--- config.mk ---
export PLATFORM = sky130hd
export DESIGN_NAME = htif_tohost_responder
export DESIGN_NICKNAME = d
export VERILOG_FILES = /design/src/rtl/htif_pkg.sv /design/src/rtl/htif_watchdog.sv /design/src/rtl/htif_tohost_responder.sv
export SDC_FILE = /design/constraint.sdc
export NUM_CORES = 1
export LEC_CHECK = 0
export ABC_AREA = 1
export CAP_MARGIN = 20
export CORE_AREA = 2 2 148 150
export CTS_CLUSTER_SIZE = 25
export DETAILED_ROUTE_END_ITERATION = 12
export DIE_AREA = 0 0 150 152
export GPL_ROUTABILITY_DRIVEN = 0
export PLACE_DENSITY = 0.75
export SLEW_MARGIN = 20
export SYNTH_ARGS = -nofsm -noshare
export SYNTH_HDL_FRONTEND = slang
export SYNTH_SLANG_ARGS = --single-unit
export TNS_END_PERCENT = 1
--- constraint.sdc ---
create_clock -name clk -period 6.2 [get_ports clk]
set_input_delay 1.24 -clock clk [delete_from_list [all_inputs] [get_ports clk]]
set_output_delay 1.24 -clock clk [all_outputs]
set_load 0.01 [all_outputs]
--- src/rtl/htif_pkg.sv ---
`default_nettype none
// ---------------------------------------------------------------------------
// htif_pkg -- shared state type, default addresses and helpers for the HTIF
// tohost/fromhost responder.                                       rev 1.0
// ---------------------------------------------------------------------------
package htif_pkg;

  typedef enum logic [2:0] {
    ST_IDLE     = 3'd0,
    ST_RUN      = 3'd1,
    ST_BUSY     = 3'd2,
    ST_WAIT_ACK = 3'd3,
    ST_HALT     = 3'd4
  } htif_state_e;

  localparam logic [31:0] TOHOST_ADDR_DEF   = 32'h0000_1000;
  localparam logic [31:0] FROMHOST_ADDR_DEF = 32'h0000_1040;
  localparam logic [31:0] PASS_VALUE        = 32'h1;

  function automatic logic [31:0] byte_merge(
    input logic [31:0] old_val,
    input logic [31:0] wdata,
    input logic [3:0]  wstrb
  );
    logic [31:0] merged;
    merged = old_val;
    for (int b = 0; b < 4; b++) begin
      if (wstrb[b]) merged[8*b +: 8] = wdata[8*b +: 8];
    end
    return merged;
  endfunction

endpackage
`default_nettype wire

--- src/rtl/htif_watchdog.sv ---
`default_nettype none
// ---------------------------------------------------------------------------
// htif_watchdog -- saturating cycle counter with enable, clear and expire
// flag; LIMIT of 0 disables expiry.                                rev 1.0
// ---------------------------------------------------------------------------
module htif_watchdog #(
  parameter int unsigned WIDTH = 32,
  parameter int unsigned LIMIT = 6000
) (
  input  logic clk,
  input  logic rst,
  input  logic i_en,
  input  logic i_clr,
  output logic o_expire
);

  localparam logic [WIDTH-1:0] c_max   = '1;
  localparam logic [WIDTH-1:0] c_limit = WIDTH'(LIMIT);

  logic [WIDTH-1:0] r_count;

  always_ff @(posedge clk or negedge rst) begin
    if (!rst) begin
      r_count <= '0;
    end else if (i_clr) begin
      r_count <= '0;
    end else if (i_en && (r_count != c_max)) begin
      r_count <= r_count + 1'b1;
    end
  end

  assign o_expire = (LIMIT != 0) && (r_count >= c_limit);

endmodule
`default_nettype wire

--- src/rtl/htif_tohost_responder.sv ---
`default_nettype none
// ---------------------------------------------------------------------------
// htif_tohost_responder -- tohost/fromhost bus responder that decodes the
// riscv-tests verdict, answers syscalls and runs a cycle watchdog.  rev 1.0
// ---------------------------------------------------------------------------
module htif_tohost_responder
  import htif_pkg::*;
#(
  parameter logic [31:0] TOHOST_ADDR   = TOHOST_ADDR_DEF,
  parameter logic [31:0] FROMHOST_ADDR = FROMHOST_ADDR_DEF,
  parameter int unsigned TIMEOUT       = 6000,
  parameter int unsigned ACK_DELAY     = 4
) (
  input  logic        clk,
  input  logic        rst,
  input  logic        bus_valid,
  input  logic        bus_we,
  input  logic [31:0] bus_addr,
  input  logic [31:0] bus_wdata,
  input  logic [3:0]  bus_wstrb,
  output logic        bus_hit,
  output logic        bus_ready,
  output logic [31:0] bus_rdata,
  output logic        done,
  output logic        pass,
  output logic [30:0] fail_code,
  output logic        timeout
);

  // The BUSY cycle that sees a zero count is itself the last delay cycle.
  localparam logic [31:0] c_ack_load = (ACK_DELAY > 1) ? 32'(ACK_DELAY - 1) : 32'd0;

  htif_state_e r_state, w_state_nx;
  logic [31:0] r_tohost, w_tohost_nx;
  logic [31:0] r_fromhost, w_fromhost_nx;
  logic [31:0] r_dly, w_dly_nx;
  logic        r_done, w_done_nx;
  logic        r_pass, w_pass_nx;
  logic        r_timeout, w_timeout_nx;
  logic [30:0] r_fail, w_fail_nx;

  logic        w_to_sel, w_from_sel, w_wr_to, w_wr_from, w_expire, w_unused;
  logic [31:0] w_to_merged, w_from_merged, w_v;

  assign w_to_sel      = bus_valid && (bus_addr[31:2] == TOHOST_ADDR[31:2]);
  assign w_from_sel    = bus_valid && (bus_addr[31:2] == FROMHOST_ADDR[31:2]);
  assign bus_hit       = w_to_sel || w_from_sel;
  assign bus_ready     = bus_hit && (r_state != ST_BUSY);
  assign w_wr_to       = bus_ready && bus_we && w_to_sel;
  assign w_wr_from     = bus_ready && bus_we && w_from_sel && !w_to_sel;
  assign w_to_merged   = byte_merge(r_tohost, bus_wdata, bus_wstrb);
  assign w_from_merged = byte_merge(r_fromhost, bus_wdata, bus_wstrb);
  assign w_v           = w_wr_to ? w_to_merged : r_tohost;
  assign bus_rdata     = (bus_hit && !bus_we) ? (w_to_sel ? r_tohost : r_fromhost) : 32'd0;
  assign w_unused      = ^bus_addr[1:0];

  htif_watchdog #(
    .WIDTH (32),
    .LIMIT (TIMEOUT)
  ) u_wdog (
    .clk      (clk),
    .rst      (rst),
    .i_en     (r_state != ST_HALT),
    .i_clr    (1'b0),
    .o_expire (w_expire)
  );

  always_comb begin
    w_state_nx    = r_state;
    w_tohost_nx   = r_tohost;
    w_fromhost_nx = r_fromhost;
    w_dly_nx      = r_dly;
    w_done_nx     = r_done;
    w_pass_nx     = r_pass;
    w_fail_nx     = r_fail;
    w_timeout_nx  = r_timeout;

    if (w_wr_to)   w_tohost_nx   = w_to_merged;
    if (w_wr_from) w_fromhost_nx = w_from_merged;

    case (r_state)
      ST_IDLE: w_state_nx = ST_RUN;
      // A tohost value stored while not in RUN is still held and decodes here.
      ST_RUN: begin
        if (w_v == PASS_VALUE) begin
          w_pass_nx  = 1'b1;
          w_done_nx  = 1'b1;
          w_state_nx = ST_HALT;
        end else if (w_v[0]) begin
          w_fail_nx  = w_v[31:1];
          w_done_nx  = 1'b1;
          w_state_nx = ST_HALT;
        end else if (w_v != 32'd0) begin
          w_dly_nx   = c_ack_load;
          w_state_nx = ST_BUSY;
        end
      end
      ST_BUSY: begin
        if (r_dly == 32'd0) begin
          w_fromhost_nx = 32'd1;
          w_tohost_nx   = 32'd0;
          w_state_nx    = ST_WAIT_ACK;
        end else begin
          w_dly_nx = r_dly - 32'd1;
        end
      end
      ST_WAIT_ACK: begin
        if (w_wr_from && (w_from_merged == 32'd0)) w_state_nx = ST_RUN;
      end
      ST_HALT: w_state_nx = ST_HALT;
      default: w_state_nx = ST_IDLE;
    endcase

    // A verdict taken this cycle has already moved to HALT and wins over expiry.
    if ((r_state != ST_HALT) && (w_state_nx != ST_HALT) && w_expire) begin
      w_timeout_nx = 1'b1;
      w_done_nx    = 1'b1;
      w_state_nx   = ST_HALT;
    end
  end

  always_ff @(posedge clk or negedge rst) begin
    if (!rst) begin
      r_state    <= ST_IDLE;
      r_tohost   <= 32'd0;
      r_fromhost <= 32'd0;
      r_dly      <= 32'd0;
      r_done     <= 1'b0;
      r_pass     <= 1'b0;
      r_fail     <= 31'd0;
      r_timeout  <= 1'b0;
    end else begin
      r_state    <= w_state_nx;
      r_tohost   <= w_tohost_nx;
      r_fromhost <= w_fromhost_nx;
      r_dly      <= w_dly_nx;
      r_done     <= w_done_nx;
      r_pass     <= w_pass_nx;
      r_fail     <= w_fail_nx;
      r_timeout  <= w_timeout_nx;
    end
  end

  assign done      = r_done;
  assign pass      = r_pass;
  assign fail_code = r_fail;
  assign timeout   = r_timeout;

endmodule
`default_nettype wire
# ---- Word-level counts from Yosys, hierarchy flattened
# Index checks and enable logic that the tools add are counted.
# Widths: inputs -> output; s select.
dict set report totals {
  out_inout_bits 68
  elab_cells 86
  regBits 165
  inputBits 72
}
dict set report op_classes {
  n_eq_ne 15
  bitwise 1
  n_mux 32
  n_lt_le_gt_ge 1
  n_addsub 2
  n_reduce_logical 26
}
# cell n
set op_table {}
lappend op_table {{$mux 32} 12}
lappend op_table {{$logic_not 32->1} 2}
lappend op_table {{$mux 8} 8}
lappend op_table {{$pmux 32 s2} 1}
lappend op_table {{$eq 30x11->1 const B} 2}
lappend op_table {{$add 32x1->32 const B} 1}
lappend op_table {{$eq 32x1->1 const B} 1}
lappend op_table {{$ge 32x13->1 const B} 1}
lappend op_table {{$ne 32x32->1 const B} 1}
lappend op_table {{$reduce_bool 32->1} 1}
lappend op_table {{$sub 32x1->32 const B} 1}
lappend op_table {{$mux 3} 6}
lappend op_table {{$pmux 3 s5} 1}
lappend op_table {{$logic_and 1x1->1} 12}
lappend op_table {{$ne 2x2->1 const B} 4}
lappend op_table {{$eq 3x2->1 const B} 2}
lappend op_table {{$ne 3x3->1 const B} 2}
lappend op_table {{$reduce_and 5->1} 1}
lappend op_table {{$mux 1} 4}
lappend op_table {{$reduce_and 2->1} 2}
lappend op_table {{$reduce_bool 2->1} 2}
lappend op_table {{$eq 3x1->1 const B} 1}
lappend op_table {{$eq 3x3->1 const B} 1}
lappend op_table {{$logic_not 3->1} 1}
lappend op_table {{other kinds (6)} 7}

# ---- Depth between registers and ports, before layout
dict set report depth {
  depth_word 17
  depth_mapped 19
}

# ---- Modules after synthesis
# A second synthesis with hierarchy kept.
dict set report unflattened {
  hier_cells 1539
  hier_area_um2 10238.6
}
# module cells_each instances area_each_um2 seq_area_each_um2
set modules_own_cells {}
lappend modules_own_cells {htif_tohost_responder 1182 1 7960.1 3328.2}
lappend modules_own_cells {htif_watchdog 357 1 2278.4 800.8}

# ---- Least setup slack after synthesis
# No wires, ideal clock.
dict set report synth_timing {
  path_type {input to output}
  from {input port bus_addr[9]}
  to {output port bus_rdata[10]}
  setup_slack_ns 2.243
  path_buffers 2
  arrival_ns 2.717
  stages 12
  path_cell_list {nor2_1 nand2_1 inv_1 nand2_1 nor2_1 nand2_1 nor2_1 nor2_1 or2_2 clkbuf_1 clkbuf_1 nor2_1}
}
dict set report synth_via {
  elab_chain_cells 5
  word_cells_on_any_way 8
  classes_between {2 x eq/ne; 2 x mux; 4 x reduce/logical}
}
# item line
set synth_lines {}
lappend synth_lines {{from (decl)} htif_tohost_responder.sv:18} ;# input logic [31:0] bus_addr,
lappend synth_lines {{$eq 30x11->1 (on tied branches)} {htif_tohost_responder.sv:45, htif_tohost_responder.sv:46}}
lappend synth_lines {{$logic_and 1x1->1 (on tied branches)} {htif_tohost_responder.sv:45, htif_tohost_responder.sv:46}}
lappend synth_lines {{$logic_or 1x1->1} htif_tohost_responder.sv:47} ;# assign bus_hit = w_to_sel || w_from_sel;
lappend synth_lines {{$logic_and 1x1->1} htif_tohost_responder.sv:54} ;# assign bus_rdata = (bus_hit && !bus_we) ? (w_to_sel ? r_tohost : r_fromhost) : 32'd0;
lappend synth_lines {{$mux 32 (*)} htif_tohost_responder.sv:54}
lappend synth_lines {{to (decl)} htif_tohost_responder.sv:23} ;# output logic [31:0] bus_rdata,
# Mark *: on every way between the ends. The rest lies on a longest branch, timed or not.

# ---- Final worst setup path
dict set report layout_timing {
  from {input port bus_addr[21]}
  to {output port bus_rdata[31]}
}
# Same word-level chain as after synthesis.

==> flow_summary.ini <==
[clock_network]
clkLatencyLatePin_ps = 440
postCtsHoldBufs = 0
cts_tree = yes
cts-root-buf = clkbuf_16
cts_made_buffers = 17
cts_resized = 0
h-tree-depth = 4
cts.clk_slew.worst_paths_ps = 60
clockBufferDepth = 2
clkSinkCount = 165
cts_setup_buffers = 0

[sta]
rsz0062_at_grt = false
fin_setup_tns_ps = 0
setup_violations = 0
slew_violations = 0
max_slew_margin = 0.371
fmax_mhz = 186
skew_ps = 19.1
fin_crit_ps = 5370
worst_pin_slew_ps = 943
min_period_over_period = 0.867
hold_viol_final = 0

[grt]
grt_pass1_vias = 8476
grt_pass1_wl_um = 41000
grt_max_degree = 76
grt_overflow = 0
grtUsageTotal = 0.220
antenna_found_initial = 0

[setup_path]
r2r-start = r_state[1]$_DFF_PN0_
cp.required_ps = 4960
worstPathCellList = clkdlybuf4s50_1, nor2_1, nand2_1, nor2_1, nand2_1, nor3_1, nor2_1, or2_2, a211oi_1, clkdlybuf4s50_1
cp-startpoint = bus_addr[21]
cp_slowest_stage_delay_ps = 620
crit_type = in -> out
cp-start-kind = input pin
cp_common_cell = nor2_1
endpoint_kind = output pin
worstPathArrival_ps = 4130
cp_slowest_cell = clkdlybuf4s50_1
crit_path_max_fanout = 32

[power]
p_leak_nw = 5.67
p_per_area_nw_per_um2 = 203
irDropWorstVdd_mv = 0.214
design_power_total_mw = 2.37

[die]
start_util = 0.442
core_area_um2 = 21400
rows = 54
die_y_um = 152
dieArea_um2 = 22800
pin_count = 140
fp.dieW_um = 150

[logic_synthesis]
synth_seq_area_share = 0.438
synth.area.top_cells = dfrtp_1, nand2_1, nor2_1
synth_edf_count = 0
yosys_warnings = 0
postSynthAreaPerCell_um2 = 7.23
synth_adder_area_share = 0.00398
synth.top_cell.area_share = 0.438
yosysTopAreaCell = dfrtp_1
synth.mux.area_fraction = 0
synth_top_family_by_area = simple AND/OR/NAND/NOR gates
synth-compound-area-share = 0.120
syn_nets = 1380
ys_ff_latch = 165
synth-simple-area-share = 0.302
synthXorXnorAreaFrac = 0.0567
ys_types = 35
synthesis.instances = 1305
netlist_area_um2 = 9430
synth_top_flop_cell = dfrtp_1
async_flop_share = 1.00

[detailed_routing]
wl_um = 24900
drtIter0Drc = 660
drt-pass1-iter-count = 6
wl_per_cell_um = 14.6
post-route-drc-count = 0
via_per_inst = 5.21
ant_nets = 0
via_count = 8919

[place]
io_buffers = 137
hpwl_um = 17600
placed_cell_area_um2 = 11000

[final_layout]
layout-drive-gt1-share = 0.0412
n_antenna_cell = 0
design_area_um2 = 11600
area_growth_pct = 23.3
nets = 1494
post-route-util = 0.545
n_fill_cell = 2005

[worst_hold_path]
hold_path.startpoint = u_wdog.r_count[2]$_DFFE_PN0P_
holdCritPathClass = reg -> reg

[job]
maxCapViolCount = 0

[run_status]
status = finished clean
final cells by class:
class,count,area (um^2),share of cell area
clock buffer,18,429,0.0369
multi-input combinational,953,4560,0.392
sequential,165,4130,0.355
timing repair buffer,149,1480,0.127
inverter,133,499,0.0429
clock inverter,14,190,0.0164
tap,280,350,0.0301
critical path, delay by kind of cell:
family	cells	cell delay [ps]
buffers and inverters	2	1010
and+or+nand+nor	7	1410
AOI/OAI and AO/OA	1	460
synth_stat cells, types with 11 or more instances:
master	instances
nand2_1	302
nor4_1	16
xor2_1	50
nand4_1	27
nor2_1	243
xnor2_1	11
dfrtp_1	165
nor3_1	23
o21ai_1	61
o21a_1	20
inv_1	131
nand3_1	54
buf_2	12
o21ai_0	53
a21oi_1	70
clkbuf_1	36
metal layers:
metal | GRT usage | routed length [um] | up-vias
li1 | - | - | 4414
met1 | 0.290 | 11000 | 4211
met2 | 0.372 | 12200 | 260
met3 | 0.0354 | 1230 | 34
met4 | 0.0642 | 456 | 0
met5 | 0 | 0 | -
metrics by stage:
step                hold slack (ps)  cells  worst slack [ps]
floorplan                       442   1305              2240
global placement                453   1680               862
detailed placement              457   1680               841
CTS                             470   1712               833
global route                    478   1712               653
finish                          470   1712               826
worst paths after layout:
check                      cells after the start  slack [ps]                             to
max                                           10         830                  bus_rdata[31]
min                                            1         470  u_wdog.r_count[2]$_DFFE_PN0P_
max reg2reg                                   14        2260           r_dly[3]$_DFFE_PN0P_
min reg2reg                                    1         470  u_wdog.r_count[2]$_DFFE_PN0P_
max in group asynchronous                      2        4280          r_dly[10]$_DFFE_PN0P_
min in group asynchronous                      1         830      fail_code[11]$_DFFE_PN0P_
layout by cell type (no fill, tap or decap), drive strengths merged, types with 3 or more instances in the layout:
master         count
inv              139
nand4             28
a21oi             70
nor4              17
o21a              20
nand2            304
xnor2             11
nor3              24
dfrtp            165
clkdlybuf4s50    136
buf               13
xor2              50
clkinv             4
a211oi             3
nor2             246
ha                 3
o21ai            114
nand3             55
clkbuf            18
bufinv             3
cells by family after synthesis:
kind of cell / count (synthesis)
AOI/OAI and AO/OA: 210
xor gates and xnor gates: 61
adders and majority gates: 3
buffers and inverters: 187
DFF: 165
and+or+nand+nor: 679
sequential cells by signal, summed over array words and instances (netlist names):
name	count
r_dly	32
r_fromhost	32
r_tohost	32
u_wdog.r_count	32
fail_code	31
r_state	3
done	1
pass	1
timeout	1
power by group:
part	switching, mW	internal (mW)	total [mW]	leakage [nW]
clock network	0.461	0.647	1.11	0.300
logic	0.0953	0.0686	0.164	3.43
registers	0.00785	1.09	1.09	1.95
(Power assumes the default switching activity.)
==> patch (config.mk and constraints unchanged) <==
`WIDTH` is set to 32 in 2 places; all go to 40.
--- a/src/rtl/htif_watchdog.sv
+++ b/src/rtl/htif_watchdog.sv
@@ -4,7 +4,7 @@
 // flag; LIMIT of 0 disables expiry.                                rev 1.0
 // ---------------------------------------------------------------------------
 module htif_watchdog #(
-  parameter int unsigned WIDTH = 32,
+  parameter int unsigned WIDTH = 40,
   parameter int unsigned LIMIT = 6000
 ) (
   input  logic clk,
--- a/src/rtl/htif_tohost_responder.sv
+++ b/src/rtl/htif_tohost_responder.sv
@@ -55,7 +55,7 @@
   assign w_unused      = ^bus_addr[1:0];
 
   htif_watchdog #(
-    .WIDTH (32),
+    .WIDTH (40),
     .LIMIT (TIMEOUT)
   ) u_wdog (
     .clk      (clk),
Function: no difference found for any inputs over 4 cycles, from zero or initial values and one cycle with rst low; that may be too few to reach the edited logic, so the function may still have changed.
==> patch against the unedited design <==
Sequential share of layout area is 0.55 points lower. Sequential cell count is 8 higher. Cell area is 6.5% higher. Final cell count is 8.8% higher. Register-to-register slack worse by 140 ps. Worst hold slack better by 12 ps. Setup slack better by 85 ps. Power is 3.7% higher. Count of clock-buffer cells in the layout is 1 lower. Synthesized area is 7.6% higher. Routed wire length is 11% higher.
==> patch: results <==
export IMPL_worstPathArrival_ps=4050
export IMPL_drc=0
export IMPL_nNetsFinal=1644
export IMPL_startpoint="bus_addr[23]"
export IMPL_yosys_cell_types_count=32
export IMPL_grt_pass1_wl_mm=45.6
export IMPL_synth_compound_area_frac=0.104
export IMPL_vdd_drop_max_uv=209
export IMPL_hold_start="pass$_DFFE_PN0P_"
export IMPL_nFillCells=1966
export IMPL_p_leak_nw=6.26
export IMPL_io_buffer_count=137
export IMPL_ys_top_cells_by_area="dfrtp_1, nand2_1, nor2_1"
export IMPL_synth_yosys_seq_area_share=0.427
export IMPL_worstReg2RegStart="r_state[2]$_DFF_PN0_"
export IMPL_synthAdderAreaFrac=0.00370
export IMPL_grt_max_degree=64
export IMPL_dp_final_hpwl_mm=19.4
export IMPL_drive_above_1_share=0.0424
export IMPL_yosys_top_cells_count="nand2_1, nor2_1, inv_1, dfrtp_1, a21oi_1"
export IMPL_synth_fp_nets=1526
export IMPL_cts_buffers=17
export IMPL_viasPerCell=5.21
export IMPL_cts_buffer_depth=2
export IMPL_grt_util_all_layers=0.246
export IMPL_drt_wl_total_mm=27.6
export IMPL_tightest_slew_ps=800
export IMPL_synth_mux_area_frac=0
export IMPL_status="finished clean"
export IMPL_detail_route_iter0_violations=832
export IMPL_h_tree_depth=4
export IMPL_cp_slowest_stage_delay_ps=550
export IMPL_grt_pass1_vias=9329
export IMPL_drt_pass1_iterations=8
export IMPL_largest_reg_flops=40
export IMPL_cp_max_fo=17
export IMPL_clock_skew_ps=16.6
export IMPL_synthXorXnorAreaFrac=0.0587
-- patch: critical path: cells and delay by family --
family	cells	cell delay, ps
buffers and inverters	4	1440
AND/OR/NAND/NOR	8	1380
-- patch: area by class of cell --
class,count,share of cell area
inverter,187,0.0567
timing repair buffer,156,0.123
sequential,173,0.350
clock inverter,15,0.0156
multi-input combinational,1034,0.392
tap,280,0.0283
clock buffer,17,0.0343
-- patch: report_power, final --
part / switching, mW / internal, mW
Combinational: 0.103 / 0.0710
Clock: 0.517 / 0.615
Sequential: 0.00903 / 1.14
-- patch: worst paths after layout --
path	slack, ps	depth (start not counted)	endpoint
min in group asynchronous	710	1	r_dly[13]$_DFFE_PN0P_
worst max register to register	2120	16	r_dly[4]$_DFFE_PN0P_
worst min register to register	480	1	pass$_DFFE_PN0P_
worst max-delay path	910	12	bus_rdata[9]
max in group asynchronous	4260	2	r_dly[1]$_DFFE_PN0P_
worst min-delay path	480	1	pass$_DFFE_PN0P_
-- patch: metrics by stage --
stage	hold slack (ps)	worst slack (ps)	power, mW	cell area, um2	instances
after floorplan	442	2270	1.25	10100	1451
after global placement	455	913	1.34	11800	1830
after detailed placement	462	900	1.34	11800	1830
after CTS	486	892	2.47	12400	1862
after global routing	501	674	2.53	12400	1862
final	482	911	2.45	12400	1862
-- patch: routing by layer --
layer | track usage | up-vias | routed length [um]
met5 | 0 | - | 0
met4 | 0.0768 | 0 | 559
met3 | 0.0402 | 46 | 1620
met2 | 0.409 | 298 | 13300
met1 | 0.327 | 4534 | 12100
li1 | - | 4822 | -
-- patch: kinds of logic (layout without fill, tap and decap cells) --
| family | Yosys count | count (layout) |
|---|---|---|
| buffers and inverters | 244 | 375 |
| AO/OA/AOI/OAI | 206 | 206 |
| AND/OR/NAND/NOR | 757 | 757 |
| adder cells (fa/ha/maj) | 3 | 3 |
| XOR/XNOR | 68 | 68 |
| flip-flops | 173 | 173 |
